--- src/rtl/dmem_arbiter.sv ---
// dmem_arbiter: shares one single-port data memory between the processor
// (port C) and the host loader/debug port (port H). Single accesses are
// arbitrated round-robin. H may hold a lock for a bounded burst. Memory
// commands are registered, and read data is returned with a per-port valid tag.

// Protocol properties of the arbiter, kept apart from the design logic.
module dmem_arbiter_chk #(
    parameter int CW        = 4,
    parameter int MAX_BURST = 8
) (
    input logic          clk,
    input logic          rst,
    input logic          c_req,
    input logic          h_req,
    input logic          c_gnt,
    input logic          h_gnt,
    input logic [CW-1:0] cnt
);

    a_gnt_onehot: assert property (@(posedge clk) disable iff (rst) !(c_gnt && h_gnt));
    a_c_gnt_req:  assert property (@(posedge clk) disable iff (rst) c_gnt |-> c_req);
    a_h_gnt_req:  assert property (@(posedge clk) disable iff (rst) h_gnt |-> h_req);
    a_cnt_bound:  assert property (@(posedge clk) disable iff (rst) int'(cnt) <= MAX_BURST);

endmodule

module dmem_arbiter #(
    parameter int AW        = 8,
    parameter int DW        = 16,
    parameter int MAX_BURST = 8,
    parameter int CPU_FIRST = 1
) (
    input  logic          clk,
    input  logic          rst,
    // processor port
    input  logic          c_req,
    input  logic          c_wr,
    input  logic [AW-1:0] c_addr,
    input  logic [DW-1:0] c_wdata,
    output logic          c_gnt,
    output logic          c_rvalid,
    // host port
    input  logic          h_req,
    input  logic          h_wr,
    input  logic          h_lock,
    input  logic [AW-1:0] h_addr,
    input  logic [DW-1:0] h_wdata,
    output logic          h_gnt,
    output logic          h_rvalid,
    // shared read data
    output logic [DW-1:0] rdata,
    // memory side
    output logic [AW-1:0] D_addr,
    output logic          D_wr,
    output logic [DW-1:0] D_wdata,
    input  logic [DW-1:0] D_rdata,
    output logic [1:0]    State
);

    // FSM encoding, visible on the State port
    localparam logic [1:0] ST_IDLE  = 2'd0;
    localparam logic [1:0] ST_CPU   = 2'd1;
    localparam logic [1:0] ST_HOST  = 2'd2;
    localparam logic [1:0] ST_BURST = 2'd3;

    // burst counter must hold values 0..MAX_BURST
    localparam int            CW       = $clog2(MAX_BURST + 1);
    localparam logic [CW-1:0] CNT_ZERO = CW'(0);
    localparam logic [CW-1:0] CNT_ONE  = CW'(1);
    localparam logic [CW-1:0] CNT_MAX  = CW'(MAX_BURST);

    // priority pointer: which port wins the next contested round-robin cycle
    localparam logic PRIO_C   = 1'b0;
    localparam logic PRIO_H   = 1'b1;
    localparam logic PRIO_RST = (CPU_FIRST != 0) ? PRIO_C : PRIO_H;

    logic [1:0]    state_r;
    logic [1:0]    state_nxt_s;
    logic          prio_r;
    logic          prio_nxt_s;
    logic [CW-1:0] cnt_r;
    logic [CW-1:0] cnt_nxt_s;
    logic          burst_hold_s;
    logic          c_gnt_s;
    logic          h_gnt_s;

    logic [AW-1:0] d_addr_r;
    logic          d_wr_r;
    logic [DW-1:0] d_wdata_r;

    logic          c_rd_p1_r;
    logic          h_rd_p1_r;
    logic          c_rvalid_r;
    logic          h_rvalid_r;

    // Grant selection: a lone requester always wins. Under contention a live
    // locked burst keeps H, otherwise the priority pointer decides.
    always_comb begin
        c_gnt_s      = 1'b0;
        h_gnt_s      = 1'b0;
        burst_hold_s = (state_r == ST_BURST) && (cnt_r < CNT_MAX) && h_lock;
        if (rst) begin
            c_gnt_s = 1'b0;
            h_gnt_s = 1'b0;
        end else if (c_req && !h_req) begin
            c_gnt_s = 1'b1;
        end else if (h_req && !c_req) begin
            h_gnt_s = 1'b1;
        end else if (c_req && h_req) begin
            if (burst_hold_s) begin
                h_gnt_s = 1'b1;
            end else if (prio_r == PRIO_C) begin
                c_gnt_s = 1'b1;
            end else begin
                h_gnt_s = 1'b1;
            end
        end else begin
            c_gnt_s = 1'b0;
            h_gnt_s = 1'b0;
        end
    end

    // Next FSM state, burst count and priority pointer, all derived from this cycle's grant
    always_comb begin
        state_nxt_s = ST_IDLE;
        cnt_nxt_s   = cnt_r;
        prio_nxt_s  = prio_r;
        if (c_gnt_s) begin
            state_nxt_s = ST_CPU;
            cnt_nxt_s   = CNT_ZERO;
            prio_nxt_s  = PRIO_H;
        end else if (h_gnt_s) begin
            prio_nxt_s = PRIO_C;
            if (h_lock) begin
                state_nxt_s = ST_BURST;
                // a fresh burst starts at 1; an uncontested burst past the
                // limit restarts its count so H can keep streaming
                if (state_r != ST_BURST) begin
                    cnt_nxt_s = CNT_ONE;
                end else if (cnt_r >= CNT_MAX) begin
                    cnt_nxt_s = CNT_ONE;
                end else begin
                    cnt_nxt_s = cnt_r + CNT_ONE;
                end
            end else begin
                state_nxt_s = ST_HOST;
                cnt_nxt_s   = CNT_ZERO;
            end
        end else begin
            // no grant: go idle but remember fairness and burst history
            state_nxt_s = ST_IDLE;
            cnt_nxt_s   = cnt_r;
            prio_nxt_s  = prio_r;
        end
    end

    // FSM, burst counter and priority pointer registers
    always_ff @(posedge clk) begin
        if (rst) begin
            state_r <= ST_IDLE;
            cnt_r   <= CNT_ZERO;
            prio_r  <= PRIO_RST;
        end else begin
            state_r <= state_nxt_s;
            cnt_r   <= cnt_nxt_s;
            prio_r  <= prio_nxt_s;
        end
    end

    // Memory command register: launches the granted access, and keeps address/data stable when idle
    always_ff @(posedge clk) begin
        if (rst) begin
            d_addr_r  <= {AW{1'b0}};
            d_wr_r    <= 1'b0;
            d_wdata_r <= {DW{1'b0}};
        end else if (c_gnt_s) begin
            d_addr_r  <= c_addr;
            d_wr_r    <= c_wr;
            d_wdata_r <= c_wdata;
        end else if (h_gnt_s) begin
            d_addr_r  <= h_addr;
            d_wr_r    <= h_wr;
            d_wdata_r <= h_wdata;
        end else begin
            d_addr_r  <= d_addr_r;
            d_wr_r    <= 1'b0;
            d_wdata_r <= d_wdata_r;
        end
    end

    // Two-stage read tag pipe: grant -> command cycle -> data cycle
    always_ff @(posedge clk) begin
        if (rst) begin
            c_rd_p1_r  <= 1'b0;
            h_rd_p1_r  <= 1'b0;
            c_rvalid_r <= 1'b0;
            h_rvalid_r <= 1'b0;
        end else begin
            c_rd_p1_r  <= c_gnt_s & ~c_wr;
            h_rd_p1_r  <= h_gnt_s & ~h_wr;
            c_rvalid_r <= c_rd_p1_r;
            h_rvalid_r <= h_rd_p1_r;
        end
    end

    assign c_gnt    = c_gnt_s;
    assign h_gnt    = h_gnt_s;
    assign c_rvalid = c_rvalid_r;
    assign h_rvalid = h_rvalid_r;
    assign rdata    = D_rdata;
    assign D_addr   = d_addr_r;
    assign D_wr     = d_wr_r;
    assign D_wdata  = d_wdata_r;
    assign State    = state_r;

    dmem_arbiter_chk #(
        .CW        (CW),
        .MAX_BURST (MAX_BURST)
    ) u_chk (
        .clk   (clk),
        .rst   (rst),
        .c_req (c_req),
        .h_req (h_req),
        .c_gnt (c_gnt_s),
        .h_gnt (h_gnt_s),
        .cnt   (cnt_r)
    );

endmodule

--- config.mk ---
export PLATFORM = sky130hd
export DESIGN_NAME = dmem_arbiter
export DESIGN_NICKNAME = d
export VERILOG_FILES = /design/src/rtl/dmem_arbiter.sv
export SDC_FILE = /design/constraint.sdc
export NUM_CORES = 1
export LEC_CHECK = 0
export BUFFER_PORTS_ARGS = -buffer_cell sky130_fd_sc_hd__buf_2
export CORE_MARGIN = 2
export CORE_UTILIZATION = 40
export DETAILED_ROUTE_END_ITERATION = 6
export PLACE_DENSITY = 0.83
export SYNTH_ARGS = -nofsm -noshare
export SYNTH_HDL_FRONTEND = slang
export SYNTH_SLANG_ARGS = --single-unit
export TNS_END_PERCENT = 100
--- constraint.sdc ---
create_clock -name clk -period 1.95 [get_ports clk]
set_input_delay 0.39 -clock clk [delete_from_list [all_inputs] [get_ports clk]]
set_output_delay 0.39 -clock clk [all_outputs]
set_load 0.01 [all_outputs]
==> results.tsv <==
stage	metric	value	unit
synthesis	cells after synthesis	179	
placed_design	port bufs	85	
timing	clk_skew	0.00456	ns
timing	post-route minimum period	1.84	ns
synthesis	largest family of logic cells by synthesized area	compound AO/OA/AOI/OAI gates	
routing	Starting DRT DRC Count	100	
worst_setup_path	worst r2r path cells	6	
routing	drt total wl	3.86	mm
timing	final slew viol count	0	
run_status	status	finished, final reports clean	
floorplanning	Core Rows	23	
clock_tree	H-tree depth	2	
power	total power	1.66	mW
worst_setup_path	Reg2Reg Setup Slack	0.44	ns
job	Max Cap Viol	0	
power	PwrDens	791	nW/um^2
worst_setup_path	CP arrival	1.45	ns
routing	met3 layer wire length in the routed design	292	um
grt	grt total ovfl	0	
synthesis	area share of fa/ha/maj cells after synthesis	0.0154	
synthesis	multiplexer share of the synthesized area	0	
grt	gr usage total	0.172	
synthesis	dominant cell type by area after synthesis	dfxtp_1	
timing	Rel. slew slack	0.562	
synthesis	Synth Area in Compound Gates	0.219	
routing	routed metal-1 wire length	1.50	mm
timing	Max Clk Rate	0.544	GHz
layout	most frequent cells in the layout	buf_2 (85), dfxtp_1 (36), nand2_1 (28), a31oi_1 (16), o21ai_0 (15)	
timing	RSZ-0062 raised after global routing	no	
floorplanning	core area	3970	um^2
routing	max layer used	met4	
timing	fin crit share	0.943	
clock_tree	Clock Sinks	36	
floorplanning	Die X	67.8	um
layout	footprint of the multi-input gates	716	um^2
synthesis	Post-Synth XOR/XNOR Area	0.00538	
grt	initial antenna violation count	0	
synthesis	syn_nets	252	
synthesis	unique cell type count in the Yosys netlist	35	
layout	layout net count	328	
placed_design	HPWL Detailed	2.90	mm
routing	met2 WL	1.98	mm
layout	Area Overhead vs Synth	29.3	%
grt	first-pass GRT wire length	5.83	mm
timing	final setup TNS	0	ns
synthesis	largest cells by area after synthesis	dfxtp_1 (44%), buf_4 (7.4%), nand2_1 (6.5%)	
clock_tree	Hold-fix buffers, CTS	0	
min_path	hold_sp	c_wr	
synthesis	Post-Synth Simple-Gate Area	0.197	
synthesis	Synth top area share	0.443	
clock_tree	Worst-Skew Late Latency	0.28	ns
synthesis	total of warnings raised by yosys	0	
layout	register area	721	um^2
worst_setup_path	startpoint types	register	
worst_setup_path	reg2reg start	State[0]	
worst_setup_path	Critical Path RT	1.56	ns
floorplanning	initial core utilization	0.410	
layout	fill count	365	
routing	routed length per instance	12.6	um
routing	routed via count	1524	
clock_tree	Clock Pin Slew Worst Setup and Hold Paths	0.07	ns
clock_tree	CTS Buf Count	5	
routing	drc violations	0	
synthesis	Syn Std Cell Area	1630	um^2
power	Pleak	1.05	nW
placed_design	gp weighted congestion	0.773	
clock_tree	CTS tree	done	
layout	share of cells above drive strength 1	0.422	
power	maximum VDD drop	347	uV
timing	slew of the pin with the lowest slew margin	0.655	ns
clock_tree	Clock Path Buffers	2	
grt	vias in the first global route	1377	
layout	ANT cells	0	
timing	final setup fails	0	
timing	final hold viol count	0	
clock_tree	clock root buffer	clkbuf_8	
synthesis	sequential-to-total area share from yosys stat	0.443	
routing	remaining antenna violation count after routing	0	
min_path	Hold Path Class	in -> reg	
worst_setup_path	crit-path max FO	22	
layout	commonest non-fill, non-tap cell in the layout	buf_2	
routing	TritonRoute pass-1 iters	4	
floorplanning	die area	4600	um^2
synthesis	#FFs+latches synth	36	
worst_setup_path	kind of critical path	reg -> out	
worst_setup_path	crit path launch	prio_r	
grt	largest net degree at the start of global routing	29	
floorplanning	DIE HEIGHT	67.8	um
worst_setup_path	critical path endpoint	c_gnt	
synthesis	Avg Inst Size Synth	9.09	um^2
worst_setup_path	CP Capture Type	output pin	
routing	vias per cell	4.98	
worst_setup_path	RR Endpoint	D_addr[0]	
floorplanning	# IOs	118	
==> per-layer routing <==
metal | vias to the layer above | global-route usage
met2 | 61 | 0.290
met1 | 685 | 0.190
met4 | 0 | 0.0850
met3 | 11 | 0.0600
met5 | - | 0
li1 | 767 | -
==> state kept, by name, summed over array words and instances, names as in the netlist <==
name	count
D_addr	8
D_wdata	16
D_wr	1
State	2
c_rd_p1_r	1
c_rvalid	1
cnt_r	4
h_rd_p1_r	1
h_rvalid	1
prio_r	1
==> cells in the mapped netlist (all sizes together) <==
cell type  count
a21o           1
a21oi          2
a221o         10
a22o           1
a31oi         16
a32oi          1
and2          10
and3           1
and4b          1
buf           23
clkbuf         2
dfxtp         36
ha             2
inv            6
nand2         28
nand2b         1
nand3          1
nand4b         2
nor2           9
nor2b          2
nor3           3
nor3b          2
o2111ai        1
o211a          1
o21ai         16
xor2           1
==> repair_timing <==
action | CTS | global route
buffers inserted | 0 | 1
endpoints found under the hold margin | 0 | 0
gates cloned | 0 | 0
endpoints found under the setup margin | 1 | 1
gates resized for setup | 1 | 0
pin swaps | 0 | 1
==> kinds of logic after synthesis <==
logic type	count (synthesis)
XOR/XNOR	1
flip-flops	36
AND/OR/NAND/NOR	60
adder cells (fa/ha/maj)	2
AO/OA/AOI/OAI	49
buffers and inverters	31
==> critical path: stages (launching register included) <==
cell	delay, ns
dfxtp_1	0.34
nor3b_2	0.25
a21oi_4	0.09
inv_2	0.29
buf_2	0.20
==> power breakdown <==
group	internal (mW)	switching [mW]
Sequential	0.795	0.0281
Clock	0.288	0.238
Combinational	0.151	0.164
Total	1.23	0.430
==> final cells by class <==
cell class / count / area share
Clock buffer: 8 / 0.0428
Inverter: 6 / 0.0107
Multi-Input combinational cell: 112 / 0.340
Timing Repair Buffer: 94 / 0.234
Sequential cell: 36 / 0.342
Tap cell: 50 / 0.0297
==> per-stage QoR <==
| stage | hold slack (ns) | area, um^2 | instances | util | setup WS [ns] |
|---|---|---|---|---|---|
| 2_1_floorplan | 0.414 | 1630 | 179 | - | 0.341 |
| 3_3_place_gp | 0.421 | 2000 | 297 | 0.504 | 0.114 |
| 3_5_place_dp | 0.441 | 2000 | 297 | 0.504 | 0.0666 |
| 4_1_cts | 0.285 | 2100 | 305 | 0.528 | 0.0129 |
| 5_1_grt | 0.286 | 2100 | 306 | 0.530 | 0.0199 |
| 6_report | 0.299 | 2100 | 306 | 0.530 | 0.112 |
==> worst min path at each step <==
| stage | slack, ns | endpoint | depth (start not counted) |
|---|---|---|---|
| floorplan | 0.41 | c_rvalid | 1 |
| global placement | 0.42 | h_rvalid | 1 |
| detailed placement | 0.44 | h_rvalid | 1 |
| CTS | 0.28 | c_rd_p1_r | 2 |
| global route | 0.29 | c_rd_p1_r | 2 |
| finish | 0.30 | c_rd_p1_r | 2 |
Power figures use the tool's default switching activity.
